==> src/rtl/rf_pkg.sv <==
// Shared constants and helpers for the register file and its write scoreboard.
package rf_pkg;
  localparam int REG_ZERO       = 0;
  localparam int REG_SP         = 29;
  localparam int DEF_DATA_WIDTH = 32;
  localparam int DEF_ADDR_WIDTH = 5;

  function automatic int clog2(input int value);
    int r;
    r = 0;
    while ((1 << r) < value) r++;
    return r;
  endfunction
endpackage

==> src/rtl/register_scoreboard.sv <==
// Per-register in-flight write counters; Busy is combinational from the counters, counters update on clk.
// Overflow/underflow leave the counter untouched and set a sticky error cleared only by reset.
module register_scoreboard
  import rf_pkg::*;
#(
  parameter int ADDR_WIDTH   = DEF_ADDR_WIDTH,
  parameter int MAX_INFLIGHT = 3,
  parameter int BYPASS_EN    = 1
) (
  input  logic                  i_clk,
  input  logic                  i_rst,
  input  logic                  i_inc_vld,
  input  logic [ADDR_WIDTH-1:0] i_inc_idx,
  input  logic                  i_dec_vld,
  input  logic [ADDR_WIDTH-1:0] i_dec_idx,
  input  logic [ADDR_WIDTH-1:0] i_rd_idx1,
  input  logic [ADDR_WIDTH-1:0] i_rd_idx2,
  output logic                  o_busy1,
  output logic                  o_busy2,
  output logic                  o_err
);
  localparam int            DEPTH   = 1 << ADDR_WIDTH;
  localparam int            CW      = clog2(MAX_INFLIGHT + 1);
  localparam logic [CW-1:0] CNT_MAX = CW'(MAX_INFLIGHT);
  localparam logic [CW-1:0] CNT_ONE = CW'(1);

  logic [CW-1:0] r_cnt [DEPTH];
  logic          r_err;
  logic          w_inc, w_dec, w_same, w_fwd1, w_fwd2;

  assign w_inc  = i_inc_vld && (i_inc_idx != ADDR_WIDTH'(REG_ZERO));
  assign w_dec  = i_dec_vld && (i_dec_idx != ADDR_WIDTH'(REG_ZERO));
  assign w_same = w_inc && w_dec && (i_inc_idx == i_dec_idx);

  // The last outstanding write retiring now is being forwarded, so the reader need not stall.
  assign w_fwd1 = (BYPASS_EN != 0) && w_dec && (i_dec_idx == i_rd_idx1) && (r_cnt[i_rd_idx1] == CNT_ONE);
  assign w_fwd2 = (BYPASS_EN != 0) && w_dec && (i_dec_idx == i_rd_idx2) && (r_cnt[i_rd_idx2] == CNT_ONE);

  assign o_busy1 = (r_cnt[i_rd_idx1] != '0) && !w_fwd1;
  assign o_busy2 = (r_cnt[i_rd_idx2] != '0) && !w_fwd2;
  assign o_err   = r_err;

  always_ff @(posedge i_clk or posedge i_rst) begin
    if (i_rst) begin
      for (int i = 0; i < DEPTH; i++) r_cnt[i] <= '0;
      r_err <= 1'b0;
    end else begin
      if (w_inc && !w_same) begin
        if (r_cnt[i_inc_idx] == CNT_MAX) r_err <= 1'b1;
        else                             r_cnt[i_inc_idx] <= r_cnt[i_inc_idx] + CNT_ONE;
      end
      if (w_dec && !w_same) begin
        if (r_cnt[i_dec_idx] == '0) r_err <= 1'b1;
        else                        r_cnt[i_dec_idx] <= r_cnt[i_dec_idx] - CNT_ONE;
      end
    end
  end
endmodule

==> src/rtl/pipelined_register_file.sv <==
// Register file with two zero-latency read ports, one clocked write port, optional WB->ID bypass
// and an in-flight write scoreboard that drives the ID stall (Busy) outputs.
module pipelined_register_file
  import rf_pkg::*;
#(
  parameter int          DATA_WIDTH   = DEF_DATA_WIDTH,
  parameter int          ADDR_WIDTH   = DEF_ADDR_WIDTH,
  parameter int          SP_INDEX     = REG_SP,
  parameter logic [31:0] SP_RESET     = 32'h0000_1FFC,
  parameter int          BYPASS_EN    = 1,
  parameter int          MAX_INFLIGHT = 3
) (
  input  logic                  clk,
  input  logic                  reset,
  input  logic                  RegWrite,
  input  logic [ADDR_WIDTH-1:0] WriteRegister,
  input  logic [DATA_WIDTH-1:0] WriteData,
  input  logic [ADDR_WIDTH-1:0] ReadRegister1,
  input  logic [ADDR_WIDTH-1:0] ReadRegister2,
  output logic [DATA_WIDTH-1:0] ReadData1,
  output logic [DATA_WIDTH-1:0] ReadData2,
  input  logic                  IssueValid,
  input  logic [ADDR_WIDTH-1:0] IssueRegister,
  output logic                  Busy1,
  output logic                  Busy2,
  output logic                  ScoreboardError
);
  localparam int                  DEPTH  = 1 << ADDR_WIDTH;
  localparam logic [DATA_WIDTH-1:0] SP_VAL = DATA_WIDTH'(SP_RESET);

  logic [DATA_WIDTH-1:0] r_regs [DEPTH];
  logic                  w_wr_en, w_byp1, w_byp2;

  assign w_wr_en = RegWrite && (WriteRegister != ADDR_WIDTH'(REG_ZERO));
  assign w_byp1  = (BYPASS_EN != 0) && w_wr_en && (WriteRegister == ReadRegister1);
  assign w_byp2  = (BYPASS_EN != 0) && w_wr_en && (WriteRegister == ReadRegister2);

  assign ReadData1 = w_byp1 ? WriteData : r_regs[ReadRegister1];
  assign ReadData2 = w_byp2 ? WriteData : r_regs[ReadRegister2];

  // Entry 0 is only ever loaded by reset, so it reads as zero without a read-side mux.
  always_ff @(posedge clk or posedge reset) begin
    if (reset) begin
      for (int i = 0; i < DEPTH; i++)
        r_regs[i] <= (i == SP_INDEX && i != REG_ZERO) ? SP_VAL : '0;
    end else if (w_wr_en) begin
      r_regs[WriteRegister] <= WriteData;
    end
  end

  register_scoreboard #(
    .ADDR_WIDTH  (ADDR_WIDTH),
    .MAX_INFLIGHT(MAX_INFLIGHT),
    .BYPASS_EN   (BYPASS_EN)
  ) u_scoreboard (
    .i_clk    (clk),
    .i_rst    (reset),
    .i_inc_vld(IssueValid),
    .i_inc_idx(IssueRegister),
    .i_dec_vld(RegWrite),
    .i_dec_idx(WriteRegister),
    .i_rd_idx1(ReadRegister1),
    .i_rd_idx2(ReadRegister2),
    .o_busy1  (Busy1),
    .o_busy2  (Busy2),
    .o_err    (ScoreboardError)
  );
endmodule

==> config.mk <==
export PLATFORM = sky130hd
export DESIGN_NAME = pipelined_register_file
export DESIGN_NICKNAME = d
export VERILOG_FILES = /design/src/rtl/rf_pkg.sv /design/src/rtl/register_scoreboard.sv /design/src/rtl/pipelined_register_file.sv
export SDC_FILE = /design/constraint.sdc
export NUM_CORES = 2
export LEC_CHECK = 0
export BUFFER_PORTS_ARGS = -buffer_cell sky130_fd_sc_hd__buf_2
export CORE_MARGIN = 2
export CORE_UTILIZATION = 40
export CTS_CLUSTER_DIAMETER = 80
export DETAILED_ROUTE_END_ITERATION = 12
export SLEW_MARGIN = 20
export SYNTH_ARGS = -nofsm -noshare
export SYNTH_HDL_FRONTEND = slang
export SYNTH_SLANG_ARGS = --single-unit
==> constraint.sdc <==
create_clock -name clk -period 66.5 [get_ports clk]
set_clock_uncertainty 0.1 [all_clocks]
set_input_delay 6.65 -clock clk [delete_from_list [all_inputs] [get_ports clk]]
set_output_delay 6.65 -clock clk [all_outputs]
set_load 0.01 [all_outputs]
# Yosys cells after proc, flatten, opt, wreduce, memory -nomap -nowiden
# Cells that the tools add are included.
[word_totals] ff_bits=1089 in_bits=56 out_inout_bits=67 wordCells=142
[classes] addsub=2 n_lt_le_gt_ge=6 n_eq_ne=6 mux=37 bitwise_logic=4 n_reduce_logical=22
[ops] cell="1024-bit bitwise mux" n=1
[ops] cell="32-bit binary-select mux with 5-bit select" n=2
[ops] cell="64-bit 2-to-1 mux" n=4
[ops] cell="32-bit 2-to-1 mux" n=7
[ops] cell="32-bit demux with 5-bit select" n=1
[ops] cell="64-bit bitwise mux" n=2
[ops] cell="2-bit binary-select mux with 5-bit select" n=4
[ops] cell="6-bit >= comparator, second input constant" n=4
[ops] cell="5-bit NOT with 6-bit output" n=4
[ops] cell="2-bit demux with 5-bit select" n=2
[ops] cell="2-bit 2-to-1 mux" n=10
[ops] cell="5-bit equality test" n=3
[ops] cell="1-bit logical AND" n=14
[ops] cell="6-bit by 1-bit less-than comparator with 1-bit output, second input constant" n=2
[ops] cell="5-bit nonzero test" n=2
[ops] cell="2-bit by 1-bit equality test with 1-bit output, second input constant" n=2
[ops] cell="1-bit 2-to-1 mux" n=4
[ops] cell="2-bit nonzero test" n=2
[ops] cell="1-bit logical NOT" n=3
[ops] cell="2-bit by 1-bit adder with 2-bit output, second input constant" n=1
[ops] cell="2-bit equality test, second input constant" n=1
[ops] cell="2-bit logical NOT" n=1
[ops] cell="2-bit by 1-bit subtractor with 2-bit output, second input constant" n=1

# Longest topological paths before layout
[logic_depth] word_depth=11 ltp_mapped=15 depth_no_buf=12

# Hierarchy
# A second synthesis with hierarchy kept.
[unflattened] hier_cells=4084 area_unflattened_um2=60195.2
[by_module_without_submodules] module="pipelined_register_file" instances=1 cells_per_inst=3505 area_each_um2=54061.8 seq_area_each_um2=25638.3
[by_module_without_submodules] module="register_scoreboard" instances=1 cells_per_inst=579 area_each_um2=6133.4 seq_area_each_um2=1626.6

# Worst setup path after synthesis
# Ideal clock, no wire load.
[synth_path] kind="input to output" startpoint="input port ReadRegister1[0]" endpoint="output port ReadData1[30]" arrival_ns=8.324 required_ns=59.750 path_slack_ns=51.426 stages=8 path_buffers=4 path_cell_list="buf_4 buf_4 buf_4 buf_4 mux4_2 o22ai_1 or4_1 o21ai_0"
[synth_between] elab_chain_cells=5 word_cells_on_any_way=7 classes_between="eq/ne (1); mux (4); bitwise (1); reduce/logical (1)"
[synth_rtl] element="start: declaration" line_no="pipelined_register_file.sv:18" text="input logic [ADDR_WIDTH-1:0] ReadRegister1,"
[synth_rtl] element="5-bit NOT with 6-bit output (implied by the code)" line_no="pipelined_register_file.sv:38" text="assign ReadData1 = w_byp1 ? WriteData : r_regs[ReadRegister1];"
[synth_rtl] element="32-bit binary-select mux with 5-bit select" line_no="pipelined_register_file.sv:38"
[synth_rtl] element="32-bit 2-to-1 mux (implied by the code) (2 in a row)" line_no="pipelined_register_file.sv:38"
[synth_rtl] element="32-bit 2-to-1 mux (*)" line_no="pipelined_register_file.sv:38"
[synth_rtl] element="end: declaration" line_no="pipelined_register_file.sv:20" text="output logic [DATA_WIDTH-1:0] ReadData1,"
# Every way passes the cells marked *; elsewhere a longest branch is shown, timed or not. The select of a mux whose other input is x is not followed.

# Final worst setup path
[layout_path] startpoint="input port ReadRegister2[1]" endpoint="output port ReadData2[8]"
[layout_between] elab_chain_cells=5 word_cells_on_any_way=7 classes_between="eq/ne (1); mux (4); bitwise (1); reduce/logical (1)"
[layout_rtl] element="start: declaration" line_no="pipelined_register_file.sv:19" text="input logic [ADDR_WIDTH-1:0] ReadRegister2,"
[layout_rtl] element="5-bit NOT with 6-bit output (implied by the code)" line_no="pipelined_register_file.sv:39" text="assign ReadData2 = w_byp2 ? WriteData : r_regs[ReadRegister2];"
[layout_rtl] element="32-bit binary-select mux with 5-bit select" line_no="pipelined_register_file.sv:39"
[layout_rtl] element="32-bit 2-to-1 mux (implied by the code) (2 in a row)" line_no="pipelined_register_file.sv:39"
[layout_rtl] element="32-bit 2-to-1 mux (*)" line_no="pipelined_register_file.sv:39"
[layout_rtl] element="end: declaration" line_no="pipelined_register_file.sv:21" text="output logic [DATA_WIDTH-1:0] ReadData2,"
# Marks and branches as above.

==> flow_metrics.tcl <==
set metrics [dict create \
    mostFrequentLayoutCells "1078 x dfrtp_1, 993 x mux2_2, 570 x mux4_2" \
    die_h_um 388 \
    dp_hpwl_mm 99.9 \
    relSlewSlack 0.241 \
    fin_area_mm2 0.0649 \
    grtUsageTotal 0.249 \
    cts_resized 0 \
    fmax_ghz 0.0557 \
    synth-edff-count 0 \
    dr.pass1.iters 7 \
    cp.arrival_ns 11.21 \
    die-area_mm2 0.151 \
    p_per_area_mw_per_mm2 31.5 \
    fin_crit_sh 0.270 \
    final.min_clock_period_ns 17.96 \
    required_ns 59.75 \
    vias 37900 \
    drc_errors 0 \
    drive_gt1_frac 0.514 \
    nFillCells 13000 \
    syn_area_mm2 0.0590 \
    nets 3886 \
    insertedDiodeCount 0 \
    cp_max_fo 79 \
    max_cap_viol_count 0 \
    grt_first_pass_wirelength_mm 276 \
    synth-seq-cells 1089 \
    ant_nets 0 \
    rows 140 \
    p_leak_nw 27.7 \
    port_buffers 122 \
    ys_warn_count 0 \
    first_global_vias 38700 \
    slowest_stage "buf_4" \
    core_mm2 0.146 \
    clock_latency_ns 0.75 \
    cts.clk_slew.worst_paths_ns 0.06 \
    area_delta_synth_final_pct 9.86 \
    yosysSeqAreaShare 0.462 \
    clock-root-buffer "clkbuf_16" \
    post-cts-setup-buffer-count 0 \
    cts_tree "built" \
    place_area_mm2 0.0609 \
    start_util 0.404 \
    drt-vias-per-instance 6.48 \
    finalHoldViolations 0 \
    antenna_found_initial 5 \
    crit_top_cell "buf_4" \
    ir_worst_vdd_v 0.0000208 \
    grt_max_degree 186 \
    synthFlopType "dfrtp_1" \
    grt_overflow 0 \
    setup_viol 0 \
    crit_chain "buf_8 > buf_4 > buf_4 > buf_4 > mux4_2 > o22ai_1 > or4_1 > o21ai_0 > buf_2" \
    routed_wl_mm 188 \
    crit_path_end_kind "primary output" \
    drt_iter0_drc 3620 \
    cts_buffers 115 \
    wire_per_inst_um 32.2 \
    gp_congestion 0.891 \
    fp.dieW_um 388 \
    syn_inst 3972 \
    tns_ns 0 \
    avgSynthCellArea_um2 14.9 \
    hold_class "reg2reg" \
    rsz0062_at_grt "false" \
    status "completed" \
    worst_setup_path_start_kind "input pin" \
    final_max_slew_viol_count 0 \
    syn_nets 4030 \
    synth.distinct_cells 56 \
    layout_commonest_cell "dfrtp_1" \
    cts_max_level 3 \
    io_pins 123 \
    crit_type "in2out" \
    max_stage_delay_ns 0.82 \
    ctsHoldBuffers 0 \
    cts_num_sinks 1089 \
    async_reset_ff_frac 1.00 \
    clk_path_buf_depth 3 \
    worstMarginPinSlew_ns 1.14 \
]
[synthesized netlist by cell type (all sizes together), types with 3 or more instances]
library cell	number	area (µm²)
dfrtp	1078	27000
or3b	3	26.3
xor2	9	78.8
a22oi	6	45.0
and2	5	31.3
o21ai	65	325
nand4	5	31.3
mux4	570	12800
or4	66	495
dfstp	11	289
and3	4	25.0
nand3	44	220
or2	4	25.0
xnor2	6	52.6
mux2	994	11200
buf	241	1370
nor2	39	146
a31oi	4	25.0
nand2b	5	31.3
nor2b	12	75.1
inv	10	37.5
nand2	134	503
nor3	9	65.1
o22ai	262	1640
mux2i	142	1420
a21oi	3	15.0
clkbuf	214	807
[through the flow]
stage	total power, mW	hold slack (ns)	util	setup slack (ns)	std cells
5_1_grt	2.13	0.307	0.444	48.14	5843
6_report	2.05	0.295	0.444	48.54	5843
4_1_cts	2.05	0.298	0.444	48.48	5842
3_5_place_dp	1.37	0.283	0.417	48.48	5627
3_3_place_gp	1.36	0.276	0.417	48.47	5627
2_1_floorplan	1.24	0.341	-	29.11	3972
[worst paths after layout]
kind	end	cells past startpoint	slack [ns]	startpoint
worst max-delay path	ReadData2[8]	9	48.54	ReadRegister2[1]
worst min-delay path	r_regs[1004]	0	0.30	r_regs[1004]
worst max register to register	u_scoreboard.r_cnt[23]	11	62.30	u_scoreboard.r_cnt[40]
worst min register to register	r_regs[1004]	0	0.30	r_regs[1004]
max in group asynchronous	r_regs[858]	5	57.28	reset
min in group asynchronous	r_regs[901]	2	6.02	reset
[state kept, by name, summed over array words and instances (netlist names)]
signal	cells
r_regs	1024
u_scoreboard.o_err	1
u_scoreboard.r_cnt	64
[area by class of cell]
| class | count | area, µm² | share of cell area |
|---|---|---|---|
| Clock buffer | 170 | 3370 | 0.0520 |
| Clock inverter | 45 | 594 | 0.00916 |
| Inverter | 10 | 45.0 | 0.000694 |
| Multi-Input combinational cell | 2418 | 29900 | 0.461 |
| Sequential cell | 1089 | 27300 | 0.420 |
| Tap cell | 1917 | 2400 | 0.0370 |
| Timing Repair Buffer | 194 | 1260 | 0.0194 |
[worst max-delay path, delay by kind of cell]
family | cells | cell delay [ns]
and+or+nand+nor | 1 | 0.71
AOI/OAI and AO/OA | 2 | 0.40
muxes | 1 | 0.32
buffers and inverters | 5 | 3.00
[cells by family after synthesis]
family,Yosys count,share of synthesized area
AO/OA/AOI/OAI,359,0.0379
XOR/XNOR,15,0.00223
adder cells (fa/ha/maj),2,0.000424
buffers and inverters,465,0.0374
flip-flops,1089,0.462
multiplexers,1706,0.431
AND/OR/NAND/NOR,336,0.0291
[power breakdown]
| part | switching, mW | internal, mW |
|---|---|---|
| clock network | 0.283 | 0.397 |
| registers | 0.112 | 0.801 |
| logic | 0.189 | 0.264 |
| total | 0.584 | 1.46 |
[metal layers]
| metal | track usage | vias to the layer above | share of wire |
|---|---|---|---|
| met5 | 0 | - | 0.00011 |
| met4 | 0.0817 | 4 | 0.032 |
| met3 | 0.0388 | 331 | 0.071 |
| met2 | 0.399 | 1580 | 0.47 |
| met1 | 0.347 | 20700 | 0.42 |
| li1 | - | 15300 | - |
No activity file was read; power rests on OpenSTA's default activity.
